`config.mk`:
```
export PLATFORM = sky130hd
export DESIGN_NAME = fetch_seq_flat
export DESIGN_NICKNAME = d
export VERILOG_FILES = /design/src/rtl/fetch_pkg.sv /design/src/rtl/fetch_seq_if.sv /design/src/rtl/fetch_next_pc.sv /design/src/rtl/fetch_seq.sv /design/src/flat_wrapper.sv
export SDC_FILE = /design/constraint.sdc
export NUM_CORES = 1
export LEC_CHECK = 0
export ABC_AREA = 1
export CAP_MARGIN = 15
export CORE_AREA = 2 2 115 117
export CTS_CLUSTER_SIZE = 24
export DETAILED_ROUTE_END_ITERATION = 8
export DIE_AREA = 0 0 117 119
export PLACE_DENSITY = 0.84
export RECOVER_POWER = 100
export SLEW_MARGIN = 20
export SYNTH_ARGS = -nofsm -noshare
export SYNTH_HDL_FRONTEND = slang
export SYNTH_SLANG_ARGS = --single-unit
```
`constraint.sdc`:
```
create_clock -name clk -period 1.8 [get_ports clk]
set_input_delay 0.27 -clock clk [delete_from_list [all_inputs] [get_ports clk]]
set_output_delay 0.27 -clock clk [all_outputs]
set_load 0.03 [all_outputs]
```
`src/rtl/fetch_pkg.sv`:
```
// Shared types and constants for the instruction-fetch sequencer.
package fetch_pkg;

  typedef enum logic [2:0] {
    BOOT,
    REQ,
    DRAIN,
    HOLD,
    HALT
  } fetch_state_e;

  localparam logic [31:0] PC_STEP   = 32'd4;
  localparam logic [31:0] INSTR_NOP = 32'h0000_0013;

endpackage

```
`src/rtl/fetch_seq_if.sv`:
```
// Instruction-memory request bus and decode hand-off bus of the fetch sequencer.
interface fetch_seq_if;

  logic        imem_req;
  logic [31:0] imem_addr;
  logic        imem_ack;
  logic [31:0] imem_rdata;
  logic        instr_valid;
  logic [31:0] instr;
  logic [31:0] instr_pc;
  logic        instr_ready;

  modport master (
    output imem_req, imem_addr, instr_valid, instr, instr_pc,
    input  imem_ack, imem_rdata, instr_ready
  );

  modport slave (
    input  imem_req, imem_addr, instr_valid, instr, instr_pc,
    output imem_ack, imem_rdata, instr_ready
  );

endinterface

```
`src/rtl/fetch_next_pc.sv`:
```
// Next-PC selection: redirect (or trap) beats a completed fetch (+4), otherwise hold.
// Alignment trapping is enabled by defining PC_ALIGN_CHECK_EN.
module fetch_next_pc
  import fetch_pkg::*;
#(
  parameter logic [31:0] TRAP_VECTOR = 32'h0000_0100
) (
  input  logic [31:0] pc_q,
  input  logic        redirect_valid,
  input  logic [31:0] redirect_pc,
  input  logic        advance,
  output logic [31:0] pc_d,
  output logic        trap
);

`ifndef PC_ALIGN_CHECK_EN
  // Low target bits and the trap vector have no effect without alignment checking.
  logic unused_align;
  assign unused_align = ^{redirect_pc[1:0], TRAP_VECTOR};
`endif

  always_comb begin
    pc_d = pc_q;
    trap = 1'b0;
    if (redirect_valid) begin
`ifdef PC_ALIGN_CHECK_EN
      if (redirect_pc[1:0] != 2'b00) begin
        pc_d = TRAP_VECTOR;
        trap = 1'b1;
      end else begin
        pc_d = redirect_pc;
      end
`else
      pc_d = {redirect_pc[31:2], 2'b00};
`endif
    end else if (advance) begin
      pc_d = pc_q + PC_STEP;
    end
  end

endmodule

```
`src/rtl/fetch_seq.sv`:
```
// Instruction-fetch sequencer: owns the PC, drives imem requests, buffers one word for decode.
// Optional misaligned-redirect trapping under PC_ALIGN_CHECK_EN.
module fetch_seq
  import fetch_pkg::*;
#(
  parameter logic [31:0] RESET_VECTOR = 32'h0000_0000,
  parameter logic [31:0] TRAP_VECTOR  = 32'h0000_0100
) (
  input  logic              clk,
  input  logic              rst_n,
  fetch_seq_if.master       bus,
  input  logic              redirect_valid,
  input  logic [31:0]       redirect_pc,
  input  logic              halt,
  output logic              halted,
  output logic              trap_valid
);

  fetch_state_e state_q, state_d;
  logic [31:0]  pc_q, pc_d;
  logic [31:0]  addr_q, addr_d;
  logic [31:0]  instr_q, instr_d;
  logic [31:0]  instr_pc_q, instr_pc_d;
  logic         instr_valid_q, instr_valid_d;
  logic         trap_q, trap_d;
  logic         advance;

  assign advance = (state_q == REQ) && bus.imem_ack;

  fetch_next_pc #(.TRAP_VECTOR(TRAP_VECTOR)) u_next_pc (
    .pc_q           (pc_q),
    .redirect_valid (redirect_valid),
    .redirect_pc    (redirect_pc),
    .advance        (advance),
    .pc_d           (pc_d),
    .trap           (trap_d)
  );

  always_comb begin
    state_d       = state_q;
    addr_d        = addr_q;
    instr_d       = instr_q;
    instr_pc_d    = instr_pc_q;
    instr_valid_d = instr_valid_q;
    unique case (state_q)
      BOOT: state_d = REQ;
      REQ: begin
        if (redirect_valid) begin
          // Without an ack the request is still outstanding and must be drained.
          state_d = bus.imem_ack ? REQ : DRAIN;
        end else if (bus.imem_ack) begin
          instr_d       = bus.imem_rdata;
          instr_pc_d    = pc_q;
          instr_valid_d = 1'b1;
          state_d       = HOLD;
        end
      end
      DRAIN: if (bus.imem_ack) state_d = REQ;
      HOLD: begin
        if (redirect_valid) begin
          instr_valid_d = 1'b0;
          state_d       = REQ;
        end else if (bus.instr_ready) begin
          instr_valid_d = 1'b0;
          state_d       = halt ? HALT : REQ;
        end
      end
      HALT: if (redirect_valid) state_d = REQ;
      default: state_d = BOOT;
    endcase
    // Address only moves when a fresh request starts, so it is stable while outstanding.
    if (state_d == REQ) addr_d = pc_d;
  end

  always_ff @(posedge clk or negedge rst_n) begin
    if (!rst_n) begin
      state_q       <= BOOT;
      pc_q          <= RESET_VECTOR;
      addr_q        <= RESET_VECTOR;
      instr_q       <= INSTR_NOP;
      instr_pc_q    <= 32'h0000_0000;
      instr_valid_q <= 1'b0;
      trap_q        <= 1'b0;
    end else begin
      state_q       <= state_d;
      pc_q          <= pc_d;
      addr_q        <= addr_d;
      instr_q       <= instr_d;
      instr_pc_q    <= instr_pc_d;
      instr_valid_q <= instr_valid_d;
      trap_q        <= trap_d;
    end
  end

  assign bus.imem_req    = (state_q == REQ) || (state_q == DRAIN);
  assign bus.imem_addr   = addr_q;
  assign bus.instr_valid = instr_valid_q;
  assign bus.instr       = instr_q;
  assign bus.instr_pc    = instr_pc_q;
  assign halted          = (state_q == HALT);
  assign trap_valid      = trap_q;

endmodule
```
`src/flat_wrapper.sv`:
```
// flat-port wrapper written by rule: the top's interface ports become plain ports
module fetch_seq_flat import fetch_pkg::*;
#(
  parameter logic [31:0] RESET_VECTOR = 32'h0000_0000,
  parameter logic [31:0] TRAP_VECTOR  = 32'h0000_0100
)
  (clk, rst_n, redirect_valid, redirect_pc, halt, halted, trap_valid, bus_imem_req, bus_imem_addr, bus_instr_valid, bus_instr, bus_instr_pc, bus_imem_ack, bus_imem_rdata, bus_instr_ready);
  fetch_seq_if bus_i ();
  input  logic clk;
  input  logic rst_n;
  input  logic redirect_valid;
  input  logic [31:0] redirect_pc;
  input  logic halt;
  output logic halted;
  output logic trap_valid;
  output wire logic [$bits(bus_i.imem_req)-1:0] bus_imem_req;
  output wire logic [$bits(bus_i.imem_addr)-1:0] bus_imem_addr;
  output wire logic [$bits(bus_i.instr_valid)-1:0] bus_instr_valid;
  output wire logic [$bits(bus_i.instr)-1:0] bus_instr;
  output wire logic [$bits(bus_i.instr_pc)-1:0] bus_instr_pc;
  input wire logic [$bits(bus_i.imem_ack)-1:0] bus_imem_ack;
  input wire logic [$bits(bus_i.imem_rdata)-1:0] bus_imem_rdata;
  input wire logic [$bits(bus_i.instr_ready)-1:0] bus_instr_ready;
  assign bus_imem_req = bus_i.imem_req;
  assign bus_imem_addr = bus_i.imem_addr;
  assign bus_instr_valid = bus_i.instr_valid;
  assign bus_instr = bus_i.instr;
  assign bus_instr_pc = bus_i.instr_pc;
  assign bus_i.imem_ack = bus_imem_ack;
  assign bus_i.imem_rdata = bus_imem_rdata;
  assign bus_i.instr_ready = bus_instr_ready;
  fetch_seq #(.RESET_VECTOR(RESET_VECTOR), .TRAP_VECTOR(TRAP_VECTOR)) u_core (.clk(clk), .rst_n(rst_n), .bus(bus_i), .redirect_valid(redirect_valid), .redirect_pc(redirect_pc), .halt(halt), .halted(halted), .trap_valid(trap_valid));
endmodule
```
==> impl_metrics.yaml, run 1 <==
global_routing:
  antenna_found_initial: 0
  grt_pass1_vias: 5330
  grt_use_met2: 0.385
  grt_usage: 0.246
  grt_use_met1: 0.345
  grtUsageMet3: 0.0524
  grt_busiest_layer: "met2"
  grt_pass1_wl_um: 26500
  gr-total-overflow: 0
  grt_max_degree: 61
finish:
  n_antenna_cell: 0
  area_growth_pct: 44.0
  layout-drive-gt1-share: 0.104
  fill_cells: 1040
  final_nets: 1009
  multiInputGateArea_um2: 2330
  final_cell_area_um2: 8590
  post-route-util: 0.667
  register_area_um2: 3310
yosys:
  syn_inst: 747
  ys_ff_latch: 132
  ys_top_cells_by_area: "dfrtp_1 54%, nand2_1 20%, nand3_1 4.1%"
  yosysTopAreaCellShare: 0.541
  ys_warn_count: 0
  synthArstFlopShare: 1.00
  synthFlopType: "dfrtp_1"
  synthMostInstantiatedCell: "nand2_1"
  synthesis.area_um2: 5970
  synth_area_per_cell_um2: 7.99
  yosys-top-cells-count: "319 x nand2_1, 129 x dfrtp_1, 59 x inv_1"
  ys_seq_area_frac: 0.554
  synth_edf_count: 0
  synth_nets: 818
  yosysUniqueCellTypes: 33
  yosysTopAreaCell: "dfrtp_1"
sta:
  tns_ns: 0
  fin_crit_ns: 1.75
  grt_setup_unrepaired: "true"
  max_freq_mhz: 571
  maxSlewHeadroom: 0.440
  worst_pin_slew_ns: 0.840
  fin_skew_ns: 0.00871
  fin_crit_sh: 0.973
  hold_violations: 0
  setup_viol: 0
  slew_violations: 0
floorplan:
  rows: 42
  core-area_um2: 12900
  dieArea_um2: 13900
  die_h_um: 119
  pin_count: 170
  initial_core_util: 0.463
  dieWidth_um: 117
placement:
  placed_cell_area_um2: 8000
  io_buffers: 166
  dp_hpwl_um: 12200
  place.gp.congestion: 0.931
clock_network:
  cts_max_path_buffers: 2
  htreeDepth: 4
  cts_tree: "built"
  clk_pin_slew_ns: 0.06
  post-cts-setup-buffer-count: 0
  root_buffer: "clkbuf_16"
  numCtsBuffers: 17
  clkLatencyLatePin_ns: 0.41
  clkSinkCount: 132
worst_setup_path:
  crit_required_ns: 1.53
  cpPeakStageDelay_ns: 0.71
  crit_fanout: 2
  crit_type: "reg -> out"
  r2r_setup_slack_ns: 0.05
  worstReg2RegStart: "u_core.state_q[1]$_DFF_PN0_"
  r2r-end: "u_core.bus.imem_addr[15]$_DFFE_PN0N_"
  setup.worst_path.start_class: "register"
  slowest_stage: "clkdlybuf4s50_1"
  endpoint_kind: "output pin"
  path_delay_family: "buffers and inverters"
  crit_buf_inv: 1
  reg2reg_depth: 8
  path_cells: "clkdlybuf4s50_1"
  cp.arrival_ns: 1.48
drt:
  vias_per_cell: 4.89
  drtIter0Drc: 510
  antenna_left: 0
  totalWireLength_um: 16500
  wl_per_cell_um: 14.7
  drt_pass1_iterations: 5
  drc: 0
  vias: 5511
power:
  seqPwrFrac: 0.320
  cell_internal_pwr_mw: 8.82
  pwr-share-clk: 0.223
  leakage_nw: 4.21
  ir_drop_mv: 0.995
  p_comb_frac: 0.457
  p_switching_mw: 6.19
  p_per_area_nw_per_um2: 1750
  swShare: 0.412
worst_hold_path:
  holdPathStages: 3
  hp-class: "in -> reg"
  worstHoldStart: "bus_imem_rdata[0]"
  hold_path_end: "u_core.bus.instr[0]$_DFFE_PN1P_"
outcome:
  status: "finished clean"
flow_run:
  maxCapViolations: 0
==> power by group through the flow <==
| stage | Clock (mW) | Sequential, mW | Combinational (mW) |
|---|---|---|---|
| finish | 3.35 | 4.81 | 6.85 |
| global route | 3.52 | 4.94 | 7.39 |
| global placement | 0 | 4.81 | 6.79 |
| CTS | 3.39 | 4.80 | 6.92 |
| detailed placement | 0 | 4.82 | 6.91 |
| floorplan | 0 | 6.75 | 2.00 |
==> stage by stage <==
step | instances | hold WS, ns | power (mW) | setup WS, ns
6_report | 1127 | 0.385 | 15.0 | 0.0480
5_1_grt | 1127 | 0.387 | 15.9 | -0.0949
4_1_cts | 1127 | 0.319 | 15.1 | -0.0815
3_5_place_dp | 1094 | 0.183 | 11.7 | -0.255
3_3_place_gp | 1094 | 0.183 | 11.6 | -0.186
2_1_floorplan | 747 | -0.0256 | 8.75 | 0.273
==> cells by family after synthesis <==
family / share of synthesized area
adder cells (fa/ha/maj): 0.00210
other: 0.000629
XOR/XNOR: 0.00881
AO/OA/AOI/OAI: 0.0560
AND/OR/NAND/NOR: 0.314
flip-flops: 0.554
buffers and inverters: 0.0642
==> placed cells by master (no fill, tap or decap), types with 5 or more instances in the layout <==
| cell | n |
|---|---|
| nor2_2 | 6 |
| a21oi_1 | 6 |
| dfrtp_1 | 129 |
| nand4_1 | 11 |
| nor2_4 | 5 |
| nand3_1 | 48 |
| nor3_1 | 5 |
| clkbuf_16 | 17 |
| inv_1 | 59 |
| or2_2 | 8 |
| o21ai_0 | 38 |
| clkinvlp_4 | 5 |
| nand2_1 | 319 |
| buf_4 | 26 |
| clkdlybuf4s50_1 | 159 |
| nor2_1 | 44 |
| a31oi_1 | 7 |
| a21boi_0 | 6 |
==> layout make-up <==
cell class,instances,area share
Tap cell,176,0.0256
Sequential cell,132,0.385
Clock inverter,13,0.0157
Inverter,63,0.0278
Timing Repair Buffer,200,0.223
Multi-Input combinational cell,524,0.271
Clock buffer,19,0.0516
==> how the worst max path moves through the flow <==
stage | start | end | slack, ns | cells past startpoint
2_1_floorplan | u_core.pc_q[2]$_DFF_PN0_ | u_core.bus.imem_addr[24]$_DFFE_PN0N_ | 0.27 | 11
3_3_place_gp | redirect_valid | u_core.bus.imem_addr[0]$_DFFE_PN0N_ | -0.19 | 8
3_5_place_dp | bus_imem_ack | u_core.bus.imem_addr[17]$_DFFE_PN0N_ | -0.26 | 11
4_1_cts | u_core.state_q[2]$_DFF_PN0_ | bus_imem_req | -0.08 | 4
5_1_grt | u_core.state_q[2]$_DFF_PN0_ | u_core.bus.imem_addr[17]$_DFFE_PN0N_ | -0.09 | 11
6_report | u_core.bus.instr_pc[7]$_DFFE_PN0P_ | bus_instr_pc[7] | 0.05 | 1
==> layer usage <==
layer	wire length [µm]	vias to the layer above	part of all wire
li1	-	2714	-
met1	7390	2566	0.45
met2	7680	215	0.46
met3	1250	16	0.076
met4	210	0	0.013
met5	0	-	0
==> timing repair <==
item | in CTS | in global routing
pin swaps | 0 | 2
endpoints found under the setup margin | 12 | 40
resized for setup | 9 | 18
hold buffers | 1 | 0
endpoints found under the hold margin | 30 | 0
==> state kept, by name, indices dropped and copies added (netlist names) <==
name and flops:
u_core.bus.imem_addr 32, u_core.bus.instr 32, u_core.bus.instr_pc 32, u_core.pc_q 32
u_core.state_q 3, u_core.bus.instr_valid 1
==> worst reg2reg max path, cell delays in order, from the launching register on <==
cell     delay, ns
dfrtp_1       0.44
inv_2         0.11
nand3_2       0.11
nor2_4        0.20
nand3_1       0.15
buf_4         0.17
o21ai_0       0.15
nand3_1       0.14
a31oi_1       0.20
(Power assumes the default switching activity.)
==> run 2: changes to the inputs <==
Settings changed: TNS_END_PERCENT from default to 5.
==> impl_metrics.yaml, run 2 (synthesis gave the netlist of run 1 again) <==
outcome:
  status: "finished clean"
worst_setup_path:
  path_delay_family: "buffers and inverters"
  reg2reg_depth: 8
  crit_buf_inv: 1
  r2r_setup_slack_ns: 0.06
  crit_required_ns: 1.53
  cp.arrival_ns: 1.48
  crit_start: "u_core.bus.instr_pc[7]$_DFFE_PN0P_"
  r2r-end: "u_core.bus.imem_addr[15]$_DFFE_PN0N_"
  path_cells: "clkdlybuf4s50_1"
  worstReg2RegStart: "u_core.state_q[1]$_DFF_PN0_"
  crit_cells: 1
  cpPeakStageDelay_ns: 0.71
  setup.worst_path.start_class: "register"
  crit_fanout: 2
  slowest_stage: "clkdlybuf4s50_1"
  endpoint_kind: "output pin"
  crit_type: "reg -> out"
clock_network:
  root_buffer: "clkbuf_16"
  cts_max_path_buffers: 2
  clkLatencyLatePin_ns: 0.41
  numCtsBuffers: 17
  post-cts-setup-buffer-count: 0
  clkSinkCount: 132
  htreeDepth: 4
  clk_pin_slew_ns: 0.06
  cts_tree: "built"
finish:
  area_growth_pct: 44.0
  layout-drive-gt1-share: 0.103
  n_antenna_cell: 0
  stdcell_count: 1127
  fill_cells: 1038
  final_nets: 1009
  layout_common_cells: "319 x nand2_1, 159 x clkdlybuf4s50_1, 129 x dfrtp_1"
  layout.cells.most_common: "nand2_1"
  post-route-util: 0.667
sta:
  worst_slack_ns: 0.0510
  grt_setup_unrepaired: "true"
  max_freq_mhz: 572
  fin_crit_ns: 1.75
  setup_viol: 0
  fin_crit_sh: 0.972
  fin_skew_ns: 0.0100
  worst_pin_slew_ns: 0.842
  hold_violations: 0
  maxSlewHeadroom: 0.439
  slew_violations: 0
worst_hold_path:
  holdPathStages: 3
  worstHoldStart: "bus_imem_rdata[4]"
  hold_path_end: "u_core.bus.instr[4]$_DFFE_PN1P_"
  hp-class: "in -> reg"
power:
  ir_drop_mv: 0.996
  leakage_nw: 4.22
  p_per_area_nw_per_um2: 1750
global_routing:
  antenna_found_initial: 0
  grt_pass1_wl_um: 26500
  grt_max_degree: 61
  grt_pass1_vias: 5330
  gr-total-overflow: 0
  grt_usage: 0.246
drt:
  totalWireLength_um: 16600
  drtIter0Drc: 509
  wl_met3_um: 1190
  drt_pass1_iterations: 4
  highest_layer: "met4"
  vias: 5512
  antenna_left: 0
  vias_per_cell: 4.89
  drc: 0
  wl_per_cell_um: 14.8
  met1_length_um: 7480
  wl_met2_um: 7790
placement:
  pre_cts_ws_ns: -0.255
  place.gp.congestion: 0.931
  io_buffers: 166
  placed_cells: 1094
  dp_hpwl_um: 12200
floorplan:
  die_h_um: 119
  rows: 42
  dieArea_um2: 13900
  initial_core_util: 0.463
  core-area_um2: 12900
  dieWidth_um: 117
  pin_count: 170
flow_run:
  maxCapViolations: 0
-- run 2: cell types whose count changed in the layout (fill, tap and decap cells not counted) --
cell,change
inv_2,+2
buf_4,+2
buf_2,-1
o21ai_1,-1
clkbuf_4,-2
nor2_4,-1
ha_2,-1
ha_1,+1
buf_12,+1
nor2_1,+1
inv_4,-1
o21ai_0,+1
inv_1,-1
-- run 2: worst reg2reg max path, cell delays in order (launching register included) --
cell	delay, ns
dfrtp_1	0.44
inv_2	0.11
nand3_2	0.11
nor2_4	0.18
nand3_1	0.15
buf_4	0.17
o21ai_0	0.15
nand3_1	0.14
a31oi_1	0.20
-- run 2: layer usage --
| metal | up-vias | GRT usage |
|---|---|---|
| li1 | 2715 | - |
| met1 | 2570 | 0.345 |
| met2 | 214 | 0.385 |
| met3 | 13 | 0.0524 |
| met4 | 0 | 0.0743 |
| met5 | - | 0 |
-- run 2: worst max-delay path by stage --
stage                                                 to  slack, ns
floorplan           u_core.bus.imem_addr[24]$_DFFE_PN0N_       0.27
global placement     u_core.bus.imem_addr[0]$_DFFE_PN0N_      -0.19
detailed placement  u_core.bus.imem_addr[17]$_DFFE_PN0N_      -0.26
CTS                                         bus_imem_req      -0.08
global route        u_core.bus.imem_addr[17]$_DFFE_PN0N_      -0.09
finish                                   bus_instr_pc[7]       0.05
-- run 2: final cells by class --
class / count / area (µm²) / area share
well taps: 176 / 220 / 0.0256
clock inverters: 13 / 135 / 0.0157
inverters: 63 / 236 / 0.0275
multi-input cells: 524 / 2320 / 0.270
flip-flops and latches: 132 / 3310 / 0.385
clock buffers: 19 / 443 / 0.0516
repair buffers: 200 / 1930 / 0.225
-- run 2: power breakdown --
| group | switching (mW) | internal (mW) | total, mW |
|---|---|---|---|
| combinational | 4.20 | 2.66 | 6.86 |
| sequential | 0.698 | 4.11 | 4.81 |
| clock | 1.29 | 2.07 | 3.36 |
| total | 6.19 | 8.84 | 15.0 |
-- run 2: per-stage QoR --
step	hold WS (ns)	setup TNS (ns)	area, µm²	power (mW)
global placement	0.183	-4.95	8000	11.6
global route	0.387	-2.68	8590	15.9
finish	0.383	0	8590	15.0
detailed placement	0.183	-6.84	8000	11.7
floorplan	-0.0256	0	5970	8.75
CTS	0.319	-0.0815	8590	15.1
-- run 2: repair_timing --
item,in CTS,in global routing
resized for setup,9,12
endpoints found under the setup margin,12,40
hold endpoints to repair,30,0
cloned,0,0
hold buffers,1,0
==> edit 1, RTL diff (settings of run 2) <==
Build with the macro `PC_ALIGN_CHECK_EN` defined.
--- a/src/rtl/fetch_next_pc.sv
+++ b/src/rtl/fetch_next_pc.sv
@@ -2,2 +2,4 @@
 // Alignment trapping is enabled by defining PC_ALIGN_CHECK_EN.
+`define PC_ALIGN_CHECK_EN
+
 module fetch_next_pc
Function: changed (a bounded check fails within 4 cycles, from zero or initial values and one cycle with rst_n low).
==> edit 1 against run 2 <==
Synthesized area is 0.52% higher. Sequential power fell by 7.3%. Final area grew 3.4%. Core utilization up 2.3 points. Sequential cell count rose by 1. Wire length grew 2.7%. Global-route usage about the same. Power down 5.8%. Register-to-register slack worse by 0.06 ns. Synthesized cell count grew 1.6%. Final cell count increased by 2.3%. Maximum frequency is 2.7% lower. Setup slack worse by 0.048 ns. Critical path type is now reg -> reg.
==> edit 1: results (changes against run 2) <==
critical_path:
  cp-startpoint: "u_core.state_q[0]"
  critPathArrivalTime_ns: 2.10  # +0.62 ns
  path_max_fanout: 6  # +4
  crit_path_max_incr_delay_ns: 0.42  # -0.29 ns
  cp_top_family: "buffers and inverters"
  worst_path_max_delay_cell: "dfrtp_1"
pwr:
  ir_drop_mv: 0.8520  # -14%
  power_leakage_nw: 4.347  # +3.0%
  swShare_pct: 38.02  # -3.2 points
cts:
  htree_levels: 4  # unchanged
  cts_resized: 8  # -1
  cts.clk_slew.worst_paths_ns: 0.06  # about the same
  clk_latency_ns: 0.42
  ctsLongestPathBuffers: 2  # unchanged
  cts_hold_buf: 1  # unchanged
  post_cts_buffers: 0  # unchanged
finish:
  nNetsFinal: 1035  # +2.6%
  n_antenna_cell: 0  # unchanged
  drive_above_1_share_pct: 12.59  # +2.3 points
placement:
  place.gp.congestion: 0.9714  # +4.4%
  place_area_um2: 8109  # +1.4%
  port_buffers: 169  # +1.8%
  hpwl_um: 12030  # -1.5%
  place_ws_ns: -0.3043  # -0.04928 ns
global_routing:
  grt_pass1_wl_um: 26630  # +0.50%
  grt_max_degree: 62  # +1.6%
  first_global_vias: 5443  # +2.1%
  antenna_found_initial: 0  # unchanged
  track_usage_pct: 24.58  # -0.027 points
yosys:
  yosys-top-cells-count: "358 x nand2_1, 130 x dfrtp_1, 51 x inv_1, 51 x nor2_1, 42 x o21ai_0"
  synth-adder-area-share_pct: 0.2086  # -0.0011 points
  ys_types: 32  # -3.0%
  syn-num-nets: 830  # +1.5%
  yosysWarnings: 0  # unchanged
  synth_xor_area_share_pct: 0.1460  # -0.73 points
  synth-compound-area-share_pct: 5.654  # +0.054 points
  synth-seq-area-share_pct: 55.56  # +0.13 points
  asyncSetResetFlopFracSynth_pct: 100.0  # unchanged
  synth_area_leaders: "dfrtp_1 54%, nand2_1 22%, o21ai_0 3.5%, inv_1 3.2%, nor2_1 3.2%"
detailed_routing:
  dr.pass1.iters: 5  # +1
  routed_wl_um: 17080  # +2.7%
  via_per_inst: 4.978  # +1.8%
  drtIter0Drc: 482  # -5.3%
outcome:
  outcome: "completed"
sta:
  tightest_slew_ns: 0.9126  # +0.07088 ns
  clock_skew_ns: 0.01022  # +0.0002218 ns
min_path:
  hold_start: "bus_imem_rdata[0]"
  hp-class: "in -> reg"
edit 1: worst paths after layout:
path                                       endpoint  slack (ns)  cells past startpoint
max reg2reg                u_core.bus.imem_addr[12]       0.003                     10
max                        u_core.bus.imem_addr[12]       0.003                     10
min in group asynchronous       u_core.bus.instr[8]        0.53                      2
max in group asynchronous       u_core.bus.instr[4]        0.33                      3
min reg2reg                     u_core.bus.instr[0]        0.47                      2
min                             u_core.bus.instr[0]        0.37                      3
edit 1: power groups by stage:
stage	Sequential [mW]	Combinational (mW)	Clock, mW
floorplan	6.05	1.58	0
global placement	4.46	5.68	0
detailed placement	4.47	5.76	0
CTS	4.45	5.77	3.62
global route	4.57	6.56	3.76
finish	4.46	6.11	3.59
edit 1: cell type report:
type                    count  area [um^2]
clock buffers              22        494.2
clock inverters            10        125.1
fillers                  1002         3991
inverters                  60        230.2
multi-input cells         540         2369
flip-flops and latches    133         3334
well taps                 176        220.2
repair buffers            212         2111
edit 1: per-stage QoR:
step           utilization [%]  std cells  setup TNS [ns]
2_1_floorplan                -        759               0
3_3_place_gp             62.98       1115          -9.594
3_5_place_dp             62.98       1115          -12.23
4_1_cts                  67.87       1148        -0.02783
5_1_grt                  69.00       1153          -1.151
6_report                 69.00       1153               0
edit 1: worst min-delay path: cells and delay by family:
kind	cells	cell delay (ns)
buffers and inverters	1	0.40
and+or+nand+nor	2	0.10
edit 1: routing by layer:
layer	part of all wire (%)	wire length (um)	vias up	global-route usage (%)
met5	0	0	-	0
met3	7.0	1197	31	4.478
met2	47	7980	232	36.81
met4	2.3	386	0	8.971
li1	-	-	2778	-
met1	44	7517	2699	35.79
==> edit 2, RTL diff (config.mk and constraints of run 2) <==
Without the edit above. The 5 states of `fetch_state_e` get a one-hot encoding in 5 bits.
--- a/src/rtl/fetch_pkg.sv
+++ b/src/rtl/fetch_pkg.sv
@@ -3,8 +3,8 @@
 
-  typedef enum logic [2:0] {
-    BOOT,
-    REQ,
-    DRAIN,
-    HOLD,
-    HALT
+  typedef enum logic [4:0] {
+    BOOT  = 5'b00001,
+    REQ   = 5'b00010,
+    DRAIN = 5'b00100,
+    HOLD  = 5'b01000,
+    HALT  = 5'b10000
   } fetch_state_e;
Function: same outputs for any inputs over 4 cycles, from zero or initial values and one cycle with rst_n low; so few cycles prove little.
==> edit 2 against run 2 <==
Non-clock buffer count is 32 higher. Critical path depth is 7 higher. Wire length is 3.9% higher. Power is 4.9% higher. Synthesized area is 2.6% higher. Critical path type is now reg -> reg. Largest cell class unchanged. Sequential cell count is 2 higher. Die area stayed put. Final area is 7.2% higher. Setup slack worse by 0.045 ns. Core utilization is 4.8 points higher. Clock power hardly changed.
==> edit 2: results (changes against run 2) <==
outcome:
  outcome: "completed"
yosys:
  synth-adder-area-share_pct: 0.2044  # -0.0053 points
  synth-seq-area-share_pct: 54.87  # -0.57 points
  synthCells: 686  # -8.2%
  yosys-top-cells-count: "168 x nand2_1, 130 x dfrtp_1, 80 x nand3_1"
  synth-compound-area-share_pct: 6.889  # +1.3 points
  synth_xor_area_share_pct: 1.002  # +0.12 points
  ys_types: 35  # +6.1%
  synth_mux_area_share_pct: 5.887  # +5.9 points
  syn-num-nets: 757  # -7.5%
  synth_area_leaders: "dfrtp_1 53%, nand2_1 10%, nand3_1 6.5%, mux2_2 5.9%, inv_1 3.9%"
critical_path:
  worst_path_max_delay_cell: "dfrtp_1"
  cp_top_family: "simple AND/OR/NAND/NOR gates"
  crit_path_max_incr_delay_ns: 0.42  # -0.29 ns
  critPathArrivalTime_ns: 2.08  # +0.60 ns
global_routing:
  track_usage_pct: 23.28  # -1.3 points
  first_global_vias: 5134  # -3.7%
finish:
  drive_above_1_share_pct: 19.93  # +9.6 points
  fillCellCount: 927  # -11%
  nNetsFinal: 981  # -2.8%
sta:
  clock_skew_ns: 0.01002  # +0.00001980 ns
  tightest_slew_ns: 0.7308  # -0.1109 ns
detailed_routing:
  drtIter0Drc: 325  # -36%
  dr.pass1.iters: 5  # +1
  routedWlPerCell_um: 15.72  # +6.6%
  via_per_inst: 5.105  # +4.4%
pwr:
  ir_drop_mv: 1.320  # +33%
  power_leakage_nw: 4.303  # +1.9%
placement:
  place_area_um2: 8346  # +4.3%
  place_inst: 1053  # -3.7%
  hpwl_um: 12030  # -1.4%
min_path:
  hp-class: "in -> async"
[edit 2: cell types whose count changed in the layout (fill, tap and decap cells not counted), moves of 7 or more]
cell / delta
o21ai_0: -7
mux2_2: +32
nand3_1: +27
or2_2: +7
buf_4: +22
o21ai_1: +23
nor2_1: -11
nand2_1: -153
[edit 2: what timing repair did]
item	CTS	global route
pin swaps	0	9
hold endpoints to repair	43	0
cloned	0	5
hold buffers	1	0
endpoints found under the setup margin	5	97
buffers inserted	0	8
gates resized for setup	5	47
[edit 2: area by class of cell]
cell class,count,area (um^2),area share (%)
multi-input cells,460,2544,27.61
well taps,176,220.2,2.390
flip-flops and latches,134,3358,36.45
clock buffers,17,425.4,4.617
clock inverters,15,157.7,1.711
repair buffers,232,2265,24.58
inverters,65,244.0,2.648
[edit 2: metrics by stage]
step	setup WS [ns]	total power, mW	util, %
finish	0.005557	15.76	71.56
global route	-0.07308	16.59	71.56
CTS	-0.03199	15.42	69.46
detailed placement	-0.1937	12.03	64.82
global placement	-0.1668	11.88	64.82
floorplan	0.1414	8.792	-
[edit 2: metal layers]
| metal | GRT usage, % | vias to the layer above | share of wire, % |
|---|---|---|---|
| li1 | - | 2681 | - |
| met1 | 32.78 | 2658 | 43 |
| met2 | 36.52 | 238 | 47 |
| met3 | 5.293 | 33 | 7.3 |
| met4 | 6.029 | 0 | 2.3 |
| met5 | 0 | - | 0 |
[edit 2: report_power, final]
group	internal [mW]	switching [mW]	total, mW
clock	2.04	1.32	3.37
combinational	3.26	4.26	7.51
sequential	4.20	0.686	4.88
total	9.49	6.27	15.8
[edit 2: path summary, 6_finish.rpt]
kind,from,end,slack (ns),cells past startpoint
min,rst_n,u_core.bus.imem_addr[1],0.39,2
max in group asynchronous,rst_n,u_core.bus.instr_pc[30],0.38,3
max,u_core.state_q[3],u_core.bus.instr[25],0.006,8
min reg2reg,u_core.bus.instr_pc[22],u_core.bus.instr_pc[22],0.48,2
max reg2reg,u_core.state_q[3],u_core.bus.instr[25],0.006,8
min in group clk,bus_imem_rdata[30],u_core.bus.instr[30],0.47,2
[edit 2: cells by family after synthesis]
| family | count (synthesis) |
|---|---|
| compound gates | 78 |
| simple gates | 339 |
| mux | 32 |
| buf+inv | 94 |
| flops | 134 |
| fa+ha+maj | 1 |
| other cells | 1 |
| xor+xnor | 7 |
